**src/rtl/seg_scan_ctrl.sv**
```systemverilog
// ---------------------------------------------------------------------------
// seg_scan_ctrl
//
// Scan controller for a common-anode multi-digit 7-segment display. One
// external BCD-to-7-segment decoder is shared by all digits. Each digit is
// shown in two phases:
//   BLANK : anodes dark, the digit's BCD value is sent to the decoder
//   DRIVE : the latched segments are shown with the digit's anode low
// The BLANK phase is the dead time between digits that suppresses ghosting.
//
// Ports
//   clk, rst_n  : clock, synchronous active-low reset
//   en          : scan enable; low forces IDLE with the display dark
//   load        : one-cycle strobe; captures digits_in into the pending frame
//   digits_in   : BCD digits, digit k = bits [4k+3:4k], digit 0 rightmost
//   lzb         : leading-zero blanking enable
//   bcd_out     : BCD value to the shared decoder
//   seg_in      : decoder output (a..g), combinational from bcd_out
//   seg_out     : registered segments to the display
//   an_n        : active-low anode enables, at most one low
//   frame_done  : one-cycle pulse on the last DRIVE cycle of the last digit
//   busy        : high whenever the FSM is not in IDLE
//   dbg_state   : current FSM state (0 IDLE, 1 BLANK, 2 DRIVE)
//
// Input strobe semantics: load is sampled on every rising edge while rst_n is
// high. A high sample copies digits_in into the pending frame. There is no
// back-pressure; the pending frame is only copied into the displayed frame
// at a frame start, so the displayed frame never changes mid-frame.
// ---------------------------------------------------------------------------
module seg_scan_ctrl #(
    parameter int NUM_DIGITS  = 4,
    parameter int REFRESH_DIV = 1000,
    parameter int DEAD_CYC    = 2
) (
    input  logic                    clk,
    input  logic                    rst_n,
    input  logic                    en,
    input  logic                    load,
    input  logic [4*NUM_DIGITS-1:0] digits_in,
    input  logic                    lzb,
    output logic [3:0]              bcd_out,
    input  logic [6:0]              seg_in,
    output logic [6:0]              seg_out,
    output logic [NUM_DIGITS-1:0]   an_n,
    output logic                    frame_done,
    output logic                    busy,
    output logic [1:0]              dbg_state
);

    typedef enum logic [1:0] {
        IDLE  = 2'd0,
        BLANK = 2'd1,
        DRIVE = 2'd2
    } state_e;

    localparam int DW      = 4 * NUM_DIGITS;
    localparam int CNT_MAX = (REFRESH_DIV > DEAD_CYC) ? REFRESH_DIV : DEAD_CYC;
    localparam int CNT_W   = $clog2(CNT_MAX + 1);
    localparam int IDX_W   = $clog2(NUM_DIGITS);

    localparam logic [CNT_W-1:0] BLANK_LAST = CNT_W'(DEAD_CYC - 1);
    localparam logic [CNT_W-1:0] DRIVE_LAST = CNT_W'(REFRESH_DIV - 1);
    localparam logic [IDX_W-1:0] IDX_LAST   = IDX_W'(NUM_DIGITS - 1);

    state_e            state_q, state_d;
    logic [IDX_W-1:0]  idx_q, idx_d;
    logic [CNT_W-1:0]  cnt_q, cnt_d;
    logic [DW-1:0]     pending_q, pending_d;
    logic [DW-1:0]     active_q, active_d;
    logic [6:0]        seg_q, seg_d;
    logic              frame_start;
    logic              frame_done_d;

    logic [NUM_DIGITS-1:0] zero_from;
    logic                  zero_acc;
    logic [3:0]            cur_digit;
    logic                  digit_blanked;

    always_ff @(posedge clk) begin
        if (!rst_n) begin
            state_q   <= IDLE;
            idx_q     <= '0;
            cnt_q     <= '0;
            pending_q <= '0;
            active_q  <= '0;
            seg_q     <= '0;
        end else begin
            state_q   <= state_d;
            idx_q     <= idx_d;
            cnt_q     <= cnt_d;
            pending_q <= pending_d;
            active_q  <= active_d;
            seg_q     <= seg_d;
        end
    end

    always_comb begin
        state_d      = state_q;
        idx_d        = idx_q;
        cnt_d        = cnt_q;
        seg_d        = seg_q;
        active_d     = active_q;
        pending_d    = load ? digits_in : pending_q;
        frame_start  = 1'b0;
        frame_done_d = 1'b0;

        case (state_q)
            IDLE: begin
                idx_d = '0;
                cnt_d = '0;
                seg_d = '0;
                if (en) begin
                    state_d     = BLANK;
                    frame_start = 1'b1;
                end
            end
            BLANK: begin
                if (cnt_q == BLANK_LAST) begin
                    // bcd_out has been stable for the whole BLANK phase here
                    cnt_d   = '0;
                    seg_d   = seg_in;
                    state_d = DRIVE;
                end else begin
                    cnt_d = cnt_q + CNT_W'(1);
                end
            end
            DRIVE: begin
                if (cnt_q == DRIVE_LAST) begin
                    cnt_d   = '0;
                    state_d = BLANK;
                    if (idx_q == IDX_LAST) begin
                        idx_d        = '0;
                        frame_start  = 1'b1;
                        frame_done_d = 1'b1;
                    end else begin
                        idx_d = idx_q + IDX_W'(1);
                    end
                end else begin
                    cnt_d = cnt_q + CNT_W'(1);
                end
            end
            default: begin
                state_d = IDLE;
            end
        endcase

        // A load in the frame-start cycle bypasses pending so it is not lost
        if (frame_start) begin
            active_d = load ? digits_in : pending_q;
        end

        if (!en) begin
            state_d      = IDLE;
            idx_d        = '0;
            cnt_d        = '0;
            seg_d        = '0;
            active_d     = active_q;
            frame_done_d = 1'b0;
        end
    end

    // zero_from[k] is set when digits k..NUM_DIGITS-1 of the frame are all 0
    always_comb begin
        zero_acc  = 1'b1;
        zero_from = '0;
        for (int k = NUM_DIGITS - 1; k >= 0; k--) begin
            zero_acc     = zero_acc & (active_q[4*k +: 4] == 4'd0);
            zero_from[k] = zero_acc;
        end
    end

    assign cur_digit     = active_q[4*idx_q +: 4];
    assign digit_blanked = lzb && (idx_q != '0) && zero_from[idx_q];

    always_comb begin
        an_n = '1;
        if (state_q == DRIVE && !digit_blanked) begin
            an_n[idx_q] = 1'b0;
        end
    end

    assign bcd_out    = (state_q == IDLE) ? 4'd0 : cur_digit;
    assign seg_out    = seg_q;
    assign frame_done = frame_done_d;
    assign busy       = (state_q != IDLE);
    assign dbg_state  = state_q;

endmodule

```
**config.mk**
```make
export PLATFORM = sky130hd
export DESIGN_NAME = seg_scan_ctrl
export DESIGN_NICKNAME = d
export VERILOG_FILES = /design/src/rtl/seg_scan_ctrl.sv
export SDC_FILE = /design/constraint.sdc
export NUM_CORES = 1
export LEC_CHECK = 0
export CELL_PAD_IN_SITES_DETAIL_PLACEMENT = 2
export CELL_PAD_IN_SITES_GLOBAL_PLACEMENT = 2
export CORE_ASPECT_RATIO = 1.2
export CORE_UTILIZATION = 33
export CTS_BUF_LIST = sky130_fd_sc_hd__clkbuf_16
export CTS_CLUSTER_SIZE = 14
export DETAILED_ROUTE_END_ITERATION = 7
export PLACE_DENSITY = 0.89
export SYNTH_ARGS = -nofsm -noshare
export SYNTH_HDL_FRONTEND = slang
export SYNTH_SLANG_ARGS = --single-unit
```
**constraint.sdc**
```tcl
create_clock -name clk -period 2.2 [get_ports clk]
set_input_delay 0.44 -clock clk [delete_from_list [all_inputs] [get_ports clk]]
set_output_delay 0.44 -clock clk [all_outputs]
set_load 0.01 [all_outputs]
```
==> out/qor.yml <==
run_status:
  status: "finished, violations left"
  failed_checks: "DRC"
grt:
  grt_pass1_wl_mm: 13.22
  grt_pass1_vias: 2548
  gr-total-overflow: 0
  grt_max_degree: 17
  grtUsageTotal_pct: 20.41
  antenna_found_initial: 0
floorplan:
  core_area_um2: 7751
  dieArea_um2: 8483
  io_pins: 47
  row_count: 35
  initial_core_util_pct: 34.56
  fp.dieW_um: 84.25
  die_h_um: 100.7
routing:
  wl_mm: 8.378
  drtPass1Iterations: 6
  vias: 2215
  drt_iter0_drc: 68
  post_drt_wl_per_cell_um: 19.53
  drc: 12
  drtAntennaViolNets: 0
  routed_via_density: 5.163
logic_synthesis:
  synthCells: 268
  synth_seq_cells: 53
  synthAdderAreaFrac_pct: 4.671
  synth_compound_area_share_pct: 7.333
  synth_xor_xnor_area_share_pct: 2.289
  yosysWarnings: 0
  ys_seq_area_share_pct: 39.61
  synth_area_per_cell_um2: 9.996
  synthMuxAreaShare_pct: 17.47
  synthSimpleGateAreaFrac_pct: 23.82
  synth_top_family_by_area: "simple AND/OR/NAND/NOR gates"
  synthFlopType: "dfxtp_1"
  synth_edf_count: 0
  async_reset_ff_share_pct: 0
  ys_types: 43
  syn-num-nets: 306
  synth_area_um2: 2679
final_layout:
  diodes: 0
  fin_area_um2: 3608
  drive_above_1_share_pct: 23.15
  final_util_pct: 46.55
  area_growth_pct: 34.70
  nets: 374
clocking:
  clk_pin_slew_worst_paths_ns: 0.07
  clock-root-buffer: "clkbuf_16"
  cts.path.max_buffers: 2
  clock_latency_ns: 0.30
  cts_buffers: 5
  cts_max_level: 2
  clock_sinks: 53
  cts_tree: "yes"
placement:
  io_buffers: 46
  post_dp_cell_area_um2: 3371
  hpwl_mm: 5.586
  gp_congestion: 0.7591
timing:
  fin_skew_ns: 0.006561
  worst_slew_pin_slew_ns: 0.5731
  setup_viol: 0
  fin_crit_ns: 2.154
  report.final.hold_viol_count: 0
  finalCritPeriodShare_pct: 97.93
  hold_slack_ns: 0.4713
  clock.fmax_mhz: 464.1
  slew_violations: 0
  slew_headroom_pct: 61.62
power_and_ir_drop:
  clkPwrFrac_pct: 41.9
  power.density_nw_per_um2: 608.0
  peakVddDrop_v: 0.0003577
  totalPowerFinal_mw: 2.194
  intPower_mw: 1.675
  comb_power_share_pct: 11.4
  power_switching_share_pct: 23.63
  power_switching_mw: 0.5185
  p_seq_share_pct: 46.7
  p_leak_nw: 1.441
critical_path:
  arrival_ns: 1.71
  crit_path_max_fanout: 6
  r2r-start: "idx_q[1]$_SDFFE_PN0P_"
  critPathCaptureType: "primary output"
  cp.required_ns: 1.76
  cp-start-kind: "flop"
  critPathKind: "reg2out"
  crit_start: "idx_q[0]$_SDFFE_PN0P_"
hold_path:
  hold_class: "reg2reg"
  hp-start: "seg_out[0]$_SDFFE_PN0P_"
job:
  drv_cap: 0
layer usage:
layer / routed length [µm] / track usage [%] / vias to the layer above
met5: 0 / 0 / -
li1: - / - / 1058
met3: 243 / 2.785 / 13
met4: 165 / 7.692 / 0
met1: 3310 / 21.14 / 1105
met2: 4659 / 41.24 / 39
registers in the layout (all words and copies together) (netlist names):
name,count
idx_q,2
cnt_q,10
pending_q,16
seg_out,7
active_q,16
dbg_state,2
area by class of cell:
class                   count  area, µm²
well taps                  92      115.1
inverters                  14      52.55
clock buffers               5      125.1
clock inverters             3      42.54
multi-input cells         188       1539
repair buffers             74      668.1
flip-flops and latches     53       1066
fillers                   808       4143
path summary, 6_finish.rpt:
kind / endpoint / slack (ns) / cells past startpoint
setup / recovery: bcd_out[0] / 0.05 / 4
hold / removal: seg_out[0]$_SDFFE_PN0P_ / 0.47 / 2
setup reg to reg: active_q[0]$_SDFFE_PN0P_ / 0.08 / 7
hold reg to reg: seg_out[0]$_SDFFE_PN0P_ / 0.47 / 2
worst max-delay path, cell delays in order (launching register included):
cell and delay (ns):
dfxtp_2 0.34, buf_6 0.14, mux4_2 0.49, and2_1 0.17, dlygate4sd2_1 0.28
metrics by stage:
stage,cells,setup WS [ns],setup TNS [ns]
floorplan,268,0.2633,0
global placement,417,-0.1654,-0.4942
detailed placement,417,-0.1948,-0.5444
CTS,426,0.002013,0
global route,429,-0.003874,-0.008088
finish,429,0.04551,0
power by group through the flow:
stage / clock (mW) / sequential [mW] / combinational [mW]
global placement: 0 / 1.04 / 0.224
CTS: 0.929 / 1.02 / 0.244
floorplan: 0 / 1.03 / 0.137
detailed placement: 0 / 1.04 / 0.236
finish: 0.920 / 1.02 / 0.250
global route: 0.969 / 1.03 / 0.269
logic make-up (layout without fill, tap and decap cells):
kind of cell    Yosys count  after routing
simple gates            107            107
buf+inv                  27             96
mux                      36             36
xor+xnor                  7              7
fa+ha+maj                10             10
flops                    53             53
compound gates           28             28
synth_stat cells, types with 2 or more instances:
library cell / n / share of area (%)
buf_2: 3 / 0.56
nor3_1: 5 / 0.93
inv_1: 14 / 2.0
nand2_1: 11 / 1.5
a31oi_1: 2 / 0.47
ha_1: 10 / 4.7
and2_1: 20 / 4.7
a21oi_1: 13 / 2.4
nor2_1: 14 / 2.0
or2_2: 4 / 0.93
a211oi_1: 2 / 0.56
nor2b_1: 17 / 4.0
nand4_1: 3 / 0.70
mux2_2: 6 / 2.5
nor4_1: 4 / 0.93
dfxtp_1: 53 / 40
nand4b_1: 3 / 0.98
mux2i_1: 16 / 6.0
mux4_2: 4 / 3.4
xor2_1: 4 / 1.3
nand3_1: 13 / 2.4
o21ai_0: 5 / 0.93
xnor2_1: 3 / 0.98
mux2_4: 10 / 5.6
clkbuf_1: 8 / 1.1
or2_0: 4 / 0.93
cell usage in the layout, fill, tap and decap left out, types with 2 or more instances in the layout:
| cell | synthesis | layout |
|---|---|---|
| dfxtp_1 | 53 | 49 |
| clkdlybuf4s50_1 | 0 | 37 |
| buf_4 | 0 | 26 |
| and2_1 | 20 | 20 |
| nor2b_1 | 17 | 17 |
| mux2i_1 | 16 | 16 |
| inv_1 | 14 | 14 |
| nor2_1 | 14 | 14 |
| a21oi_1 | 13 | 13 |
| nand3_1 | 13 | 13 |
| nand2_1 | 11 | 11 |
| mux2_4 | 10 | 10 |
| ha_1 | 10 | 9 |
| mux2_2 | 6 | 6 |
| clkbuf_16 | 0 | 5 |
| mux4_2 | 4 | 4 |
| nor3_1 | 5 | 4 |
| o21ai_0 | 5 | 4 |
| or2_0 | 4 | 4 |
| or2_2 | 4 | 4 |
| xor2_1 | 4 | 4 |
| dfxtp_2 | 0 | 4 |
| nor4_2 | 1 | 3 |
| nand4b_1 | 3 | 3 |
| xnor2_1 | 3 | 3 |
| nand4_1 | 3 | 3 |
| dlygate4sd2_1 | 0 | 3 |
| clkbuf_2 | 0 | 3 |
| clkdlybuf4s15_1 | 0 | 3 |
| nor4_4 | 0 | 2 |
| a211oi_1 | 2 | 2 |
| a31oi_1 | 2 | 2 |
timing repair:
| item | CTS | global route |
|---|---|---|
| buffers inserted | 1 | 3 |
| pin swaps | 1 | 3 |
| gates cloned | 0 | 0 |
| endpoints found under the setup margin | 9 | 13 |
| hold buffers | 0 | 0 |
| gates resized for setup | 22 | 11 |
(Power assumes the default switching activity.)
